==> config.mk <==
export PLATFORM = sky130hd
export DESIGN_NAME = mm_port_arb
export DESIGN_NICKNAME = d
export VERILOG_FILES = /design/src/rtl/mm_port_arb_pkg.sv /design/src/rtl/mm_port_arb_pick.sv /design/src/rtl/mm_port_arb.sv
export SDC_FILE = /design/constraint.sdc
export NUM_CORES = 1
export LEC_CHECK = 0
export BUFFER_PORTS_ARGS = -buffer_cell sky130_fd_sc_hd__buf_2
export CAP_MARGIN = 20
export CORE_ASPECT_RATIO = 1.5
export CORE_MARGIN = 4
export CORE_UTILIZATION = 45
export CTS_BUF_LIST = sky130_fd_sc_hd__clkbuf_4 sky130_fd_sc_hd__clkbuf_8
export DETAILED_ROUTE_END_ITERATION = 7
export HOLD_SLACK_MARGIN = 0.08
export PLACE_DENSITY = 0.84
export SETUP_SLACK_MARGIN = 0.1
export SYNTH_ARGS = -nofsm -noshare
export SYNTH_HDL_FRONTEND = slang
export SYNTH_SLANG_ARGS = --single-unit
export TNS_END_PERCENT = 5
==> constraint.sdc <==
create_clock -name clk -period 2.4 [get_ports clk]
set_clock_uncertainty 0.15 [all_clocks]
set_input_delay 0.12 -clock clk [delete_from_list [all_inputs] [get_ports clk]]
set_output_delay 0.12 -clock clk [all_outputs]
set_load 0.01 [all_outputs]
==> src/rtl/mm_port_arb_pkg.sv <==
// Shared types and default widths for the operand-memory port-0 arbiter.
package mm_port_arb_pkg;

  localparam int AW_DEF = 8;
  localparam int DW_DEF = 16;
  localparam int LW_DEF = 4;

  typedef enum logic {
    IDLE = 1'b0,
    BUSY = 1'b1
  } state_t;

  // Requester index: 0 = host operand loader, 1 = modexp engine.
  typedef logic owner_t;

  localparam owner_t OWNER_0 = 1'b0;
  localparam owner_t OWNER_1 = 1'b1;

endpackage

==> src/rtl/mm_port_arb_pick.sv <==
// Winner selection for the two requesters plus the last-grant history.
// MM_PORT_ARB_RR_EN defined: round-robin on ties (the requester not granted
// last wins). Undefined: fixed priority, requester 0 wins every tie.
module mm_port_arb_pick
  import mm_port_arb_pkg::*;
(
  input  logic   clk,
  input  logic   rst_n,
  input  logic   req_0,
  input  logic   req_1,
  input  logic   take,
  output owner_t grant
);

  owner_t last_grant;

  // Remember who won the most recent accepted burst; reset favours requester 0.
  always_ff @(posedge clk) begin
    if (!rst_n) begin
      last_grant <= OWNER_1;
    end else if (take) begin
      last_grant <= grant;
    end
  end

  // With no request the grant is a don't-care (take is low), so it simply
  // repeats the history value.
`ifdef MM_PORT_ARB_RR_EN
  always_comb begin
    grant = last_grant;
    if (req_0 && req_1) begin
      grant = (last_grant == OWNER_1) ? OWNER_0 : OWNER_1;
    end else if (req_0) begin
      grant = OWNER_0;
    end else if (req_1) begin
      grant = OWNER_1;
    end
  end
`else
  always_comb begin
    grant = last_grant;
    if (req_0) begin
      grant = OWNER_0;
    end else if (req_1) begin
      grant = OWNER_1;
    end
  end
`endif

endmodule

==> src/rtl/mm_port_arb.sv <==
// Arbiter and burst sequencer for port 0 of the 256x16 Montgomery operand
// memory. Optional round-robin tie-breaking via MM_PORT_ARB_RR_EN (handled in
// mm_port_arb_pick).
//
// state | meaning
// IDLE  | no burst; requests sampled, winner latched on the next edge
// BUSY  | one beat per cycle until the beat counter reaches zero
module mm_port_arb
  import mm_port_arb_pkg::*;
#(
  parameter int AW = AW_DEF,
  parameter int DW = DW_DEF,
  parameter int LW = LW_DEF
) (
  input  logic          clk,
  input  logic          rst_n,
  input  logic          req_0,
  input  logic          req_1,
  input  logic          we_0,
  input  logic          we_1,
  input  logic [AW-1:0] addr_0,
  input  logic [AW-1:0] addr_1,
  input  logic [LW-1:0] len_0,
  input  logic [LW-1:0] len_1,
  input  logic [DW-1:0] wdata_0,
  input  logic [DW-1:0] wdata_1,
  output logic          ack_0,
  output logic          ack_1,
  output logic          wbeat_0,
  output logic          wbeat_1,
  output logic [DW-1:0] rdata_0,
  output logic [DW-1:0] rdata_1,
  output logic          rvalid_0,
  output logic          rvalid_1,
  output logic [AW-1:0] mem_addr,
  output logic [DW-1:0] mem_din,
  output logic          mem_we,
  input  logic [DW-1:0] mem_dout
);

  state_t        state;
  state_t        state_nx;
  owner_t        owner;
  owner_t        grant;
  logic          we_q;
  logic [LW-1:0] rem;
  logic          take;
  logic          win_we;
  logic [AW-1:0] win_addr;
  logic [LW-1:0] win_len;
  logic [DW-1:0] rhold_0;
  logic [DW-1:0] rhold_1;

  assign take = (state == IDLE) && (req_0 || req_1);

  mm_port_arb_pick u_pick (
    .clk   (clk),
    .rst_n (rst_n),
    .req_0 (req_0),
    .req_1 (req_1),
    .take  (take),
    .grant (grant)
  );

  assign win_we   = (grant == OWNER_1) ? we_1   : we_0;
  assign win_addr = (grant == OWNER_1) ? addr_1 : addr_0;
  assign win_len  = (grant == OWNER_1) ? len_1  : len_0;

  assign mem_din = (owner == OWNER_1) ? wdata_1 : wdata_0;

  // Memory read data is itself registered one cycle after the address, so it
  // is passed straight through while valid and held otherwise.
  assign rdata_0 = rvalid_0 ? mem_dout : rhold_0;
  assign rdata_1 = rvalid_1 ? mem_dout : rhold_1;

  // State register.
  always_ff @(posedge clk) begin
    if (!rst_n) begin
      state <= IDLE;
    end else begin
      state <= state_nx;
    end
  end

  // Next state: leave IDLE on an accepted request, return when the last beat issues.
  always_comb begin
    state_nx = state;
    case (state)
      IDLE:    if (take) state_nx = BUSY;
      BUSY:    if (rem == '0) state_nx = IDLE;
      default: state_nx = IDLE;
    endcase
  end

  // Burst datapath: latch the winner, step address/beat counter, register
  // the per-requester strobes and capture returned read words.
  always_ff @(posedge clk) begin
    if (!rst_n) begin
      owner    <= OWNER_0;
      we_q     <= 1'b0;
      rem      <= '0;
      mem_addr <= '0;
      mem_we   <= 1'b0;
      ack_0    <= 1'b0;
      ack_1    <= 1'b0;
      wbeat_0  <= 1'b0;
      wbeat_1  <= 1'b0;
      rvalid_0 <= 1'b0;
      rvalid_1 <= 1'b0;
      rhold_0  <= '0;
      rhold_1  <= '0;
    end else begin
      ack_0    <= 1'b0;
      ack_1    <= 1'b0;
      wbeat_0  <= 1'b0;
      wbeat_1  <= 1'b0;
      mem_we   <= 1'b0;
      rvalid_0 <= (state == BUSY) && !we_q && (owner == OWNER_0);
      rvalid_1 <= (state == BUSY) && !we_q && (owner == OWNER_1);
      if (rvalid_0) rhold_0 <= mem_dout;
      if (rvalid_1) rhold_1 <= mem_dout;
      if (take) begin
        owner    <= grant;
        we_q     <= win_we;
        rem      <= win_len;
        mem_addr <= win_addr;
        mem_we   <= win_we;
        ack_0    <= (grant == OWNER_0);
        ack_1    <= (grant == OWNER_1);
        wbeat_0  <= (grant == OWNER_0) && win_we;
        wbeat_1  <= (grant == OWNER_1) && win_we;
      end else if ((state == BUSY) && (rem != '0)) begin
        rem      <= rem - 1'b1;
        mem_addr <= mem_addr + 1'b1;
        mem_we   <= we_q;
        wbeat_0  <= (owner == OWNER_0) && we_q;
        wbeat_1  <= (owner == OWNER_1) && we_q;
      end
    end
  end

endmodule

# Word-level counts from Yosys, hierarchy flattened
# Cells that the tools add are included.
# totals
input_bits,78
regBits,55
# op_classes
n_addsub,2
muxes,21
reduce_logical,15
bitwise_logic,3
# ops
cell,count
$mux W16,3
$mux W8,3
$mux W4,3
$mux W1,11
$logic_and A1 B1 Y1,9
$add A8 B1 Y8 const B,1
$logic_not A4 Y1,1
$reduce_bool A4 Y1,1
$sub A4 B1 Y4 const B,1
$not A1 Y1,3
$pmux W1 S2,1
$reduce_and A2 Y1,1
$reduce_bool A2 Y1,1
$logic_not A1 Y1,1
$logic_or A1 B1 Y1,1

# Longest topological paths before layout
# depth
word_depth,5
depth_mapped,7

# Hierarchy
# Synthesis repeated with hierarchy kept, for this count alone.
# unflattened
hier_cells,261
area_unflattened_um2,2676.3
# modules_own_cells
module,n_inst,cells_each,area_each_um2
mm_port_arb,1,255,2632.5
mm_port_arb_pick,1,6,43.8

# Worst setup path after synthesis
# Ideal clock, no wire load.
# synth_path
path_kind,flip-flop to flip-flop
startpoint,reg rem[0]
endpoint,reg mem_addr[7]
path_slack_ns,0.615
t_arrival_ns,1.517
path_buffers,1
setup_ns,0.117
synth_period_minus_slack_ns,1.785
stages_incl_launch_ff,8
cell_sequence,dfxtp_1 > inv_1 > ha_1 > nor3b_1 > a21oi_1 > buf_2 > nand2_1 > a32o_2
# synth_via
elab_chain_len,3
# synth_rtl
element,line_no,text
from (decl),mm_port_arb.sv:46,logic [LW-1:0] rem;
from (signal assigned),mm_port_arb.sv:125,rem <= win_len;
from (signal assigned),mm_port_arb.sv:133,rem <= rem - 1'b1;
$reduce_bool A4 Y1,mm_port_arb.sv:132,end else if ((state == BUSY) && (rem != '0)) begin
$logic_and A1 B1 Y1,mm_port_arb.sv:132,
$reduce_bool A2 Y1 (no source line),-,
to (signal assigned),mm_port_arb.sv:126,mem_addr <= win_addr;
to (signal assigned),mm_port_arb.sv:134,mem_addr <= mem_addr + 1'b1;
to (decl),mm_port_arb.sv:35,"output logic [AW-1:0] mem_addr,"
# No other way between the ends.
# A chain may end at the register's enable or synchronous reset.

# Final worst setup path
# Same ends and word-level chain as after synthesis.

==> results.txt <==
Synth Register Bits -> 54
Status -> completed
Crit path capture -> mem_addr[7]
Reg2Reg Setup Slack -> 0.36 ns
Critical Path AT -> 2.08 ns
Final hold slack -> 0.1041 ns
Clock Latency Late Sink -> 0.29 ns
Worst Setup End Kind -> flip-flop
Clock buffer depth -> 2
FILL cells -> 473
Hold buffers post-CTS -> 19
Reg clk slew, reported paths -> 0.09 ns
Total Routing Usage GR -> 21.14%
Overall Power -> 2.079 mW
Largest net degree at the start of global routing -> 38
Worst Hold Class -> primary input to flip-flop
RSZ-0062 raised after global routing -> no
CP Class -> flip-flop to flip-flop
Hold violation total from the final report -> 0
FF-to-FF path depth -> 7
Register area share after synthesis -> 42.27%
Area occupied by multi-input gates -> 1379 um2
Fin crit share -> 84.97%
Diode count -> 0
Initial Util -> 46.57%
Synth Instances -> 252
Hold Path Depth -> 4
Tmin final -> 2.039 ns
Post-route DRC -> 0
Area Overhead vs Synth -> 40.07%
Max-cap viol count -> 0
GRT overflow -> 0
Placed Cells -> 450
Sequential Area -> 1081 um2
FP Rows -> 33
Port Buffers -> 140
Number of global-route vias before repair -> 2550
Layout cells sized above 1 -> 50.99%
Die Area -> 6978 um2
Final wirelength -> 7278 um
Top Ports -> 141
Post-CTS sizing -> 0
Max-slew violations -> 0
WP depth -> 7
First-pass GRT wire length -> 12160 um
Clk sinks -> 54
Worst endpoint required time -> 2.44 ns
Crit path from -> rem[0]
Post-Layout Cell Count -> 476
Setup bufs post-CTS -> 0
Initial antenna violation count -> 0
Post-synthesis async set-or-reset flop share -> 0%
Via count -> 2493
Critical Path Slowest Stage Cell -> dfxtp_1
Most frequent cells in the layout -> buf_2 (140), dfxtp_1 (54), mux2_2 (48), and2_1 (33), dlygate4sd3_1 (19)
Setup tns final -> 0 ns
Post-synth EDFFs -> 0
Gp weighted congestion -> 0.8689
YS warnings -> 0
Avg Cell Area, Syn -> 10.15 um2
Max-Slew Margin vs Limit -> 45.54%
CP max FO -> 9
Final ANT Viol Nets -> 0
Crit path cell chain -> inv_1 > ha_1 > nor3b_1 > a21oi_1 > buf_4 > nand2_1 > a32o_2
Root Driver -> clkbuf_8
# nets final -> 486
Most common cell after layout, fill and taps aside -> buf_2
Die span in x -> 69.56 um
Reg-to-Reg End -> mem_addr[7]
CP Launch Type -> flip-flop
Most used DFF post-synth -> dfxtp_1
Die height -> 100.3 um
Synth Cell Area -> 2557 um2
Worst slew pin tran -> 0.8158 ns
1st-iter DRT viols -> 109
CP peak stage delay -> 0.39 ns
Post-synth cell types -> 41
Peak supply drop -> 0.2968 mV
DR WL/cell -> 15.29 um
Peak Freq -> 0.4904 GHz
Core area -> 5492 um2
FF-to-FF Start -> rem[0]
Power per cell area -> 580.3 nW/um2
CTS tree -> done
Setup violators final -> 0
H-tree levels -> 2
Total CTS buffers -> 5
Post-DP HPWL -> 5434 um
Syn Nets -> 332
Vias per cell -> 5.237
CP bufs+invs -> 2
Pre-Repair DR Iteration Count -> 5
CP top delay family -> compound AO/OA/AOI/OAI gates
P_leak -> 1.782 nW
==> area by class of cell <==
type                            count  share of cell area [%]
Multi-Input combinational cell    175                   38.49
Sequential cell                    54                   30.18
Timing Repair Buffer              164                   25.92
Tap cell                           70                   2.445
Clock buffer                        7                   2.340
Inverter                            6                  0.6287
==> metal layers <==
layer	up-vias	global-route usage, %	wire [um]
met2	109	39.12	3850
li1	1219	-	-
met5	-	0	0
met1	1157	24.53	2865
met4	0	5.263	86
met3	8	4.609	476
==> sequential cells by signal, indices dropped and copies added, names as in the netlist, 4 cells and up <==
name      flops
rhold_1      16
rem           4
rhold_0      16
mem_addr      8
==> synth_stat cells, drive strengths merged, types with 2 or more instances <==
| cell | number | area [um2] |
|---|---|---|
| clkbuf | 13 | 48.80 |
| or4 | 2 | 15.01 |
| inv | 5 | 18.77 |
| nand3 | 4 | 20.02 |
| a21oi | 6 | 30.03 |
| nand2 | 11 | 41.29 |
| a32o | 4 | 41.29 |
| and3 | 3 | 18.77 |
| nor2b | 2 | 12.51 |
| and2 | 33 | 206.5 |
| o22ai | 6 | 37.54 |
| nor3 | 3 | 15.01 |
| nand4 | 2 | 12.51 |
| a22oi | 10 | 75.07 |
| mux2 | 48 | 540.5 |
| a31oi | 3 | 18.77 |
| a21boi | 2 | 15.01 |
| nor3b | 2 | 15.01 |
| o211a | 3 | 30.03 |
| dfxtp | 54 | 1081 |
| nor2 | 4 | 17.52 |
| o21ai | 10 | 50.04 |
| ha | 2 | 25.02 |
| a22o | 2 | 17.52 |
| buf | 4 | 26.27 |
| o221a | 3 | 33.78 |
==> stage by stage <==
stage,setup slack [ns],cell area (um2),utilization [%]
3_5_place_dp,0.4309,3308,60.24
4_1_cts,0.3904,3582,65.23
2_1_floorplan,0.6153,2557,-
5_1_grt,0.2577,3582,65.23
3_3_place_gp,0.4921,3308,60.24
6_report,0.3608,3582,65.23
==> how the worst min path moves through the flow <==
stage	endpoint	from
after floorplan	wbeat_1	we_1
after global placement	wbeat_1	we_1
after detailed placement	wbeat_0	we_0
after CTS	rem[3]	len_1[3]
after global routing	rem[3]	len_1[3]
final	rem[3]	len_1[3]
==> power breakdown <==
| group | internal, mW | switching [mW] | total (mW) |
|---|---|---|---|
| logic | 0.289 | 0.277 | 0.566 |
| registers | 0.961 | 0.0665 | 1.03 |
| clock network | 0.224 | 0.261 | 0.485 |
==> worst register-to-register path, delay by kind of cell, from the launching register on <==
family / cells / cell delay (ns)
AO/OA/AOI/OAI: 2 / 0.64
flip-flops: 1 / 0.39
buffers and inverters: 2 / 0.31
AND/OR/NAND/NOR: 2 / 0.23
adder cells (fa/ha/maj): 1 / 0.22
==> cells by family (layout without fill, tap and decap cells) <==
| family | Yosys count | after routing | synth area share [%] |
|---|---|---|---|
| simple gates | 69 | 69 | 15.51 |
| fa+ha+maj | 2 | 2 | 0.9783 |
| mux | 48 | 48 | 21.14 |
| compound gates | 56 | 56 | 16.29 |
| flops | 54 | 54 | 42.27 |
| buf+inv | 23 | 177 | 3.816 |
Note: power is estimated with default switching activity, not from simulation.
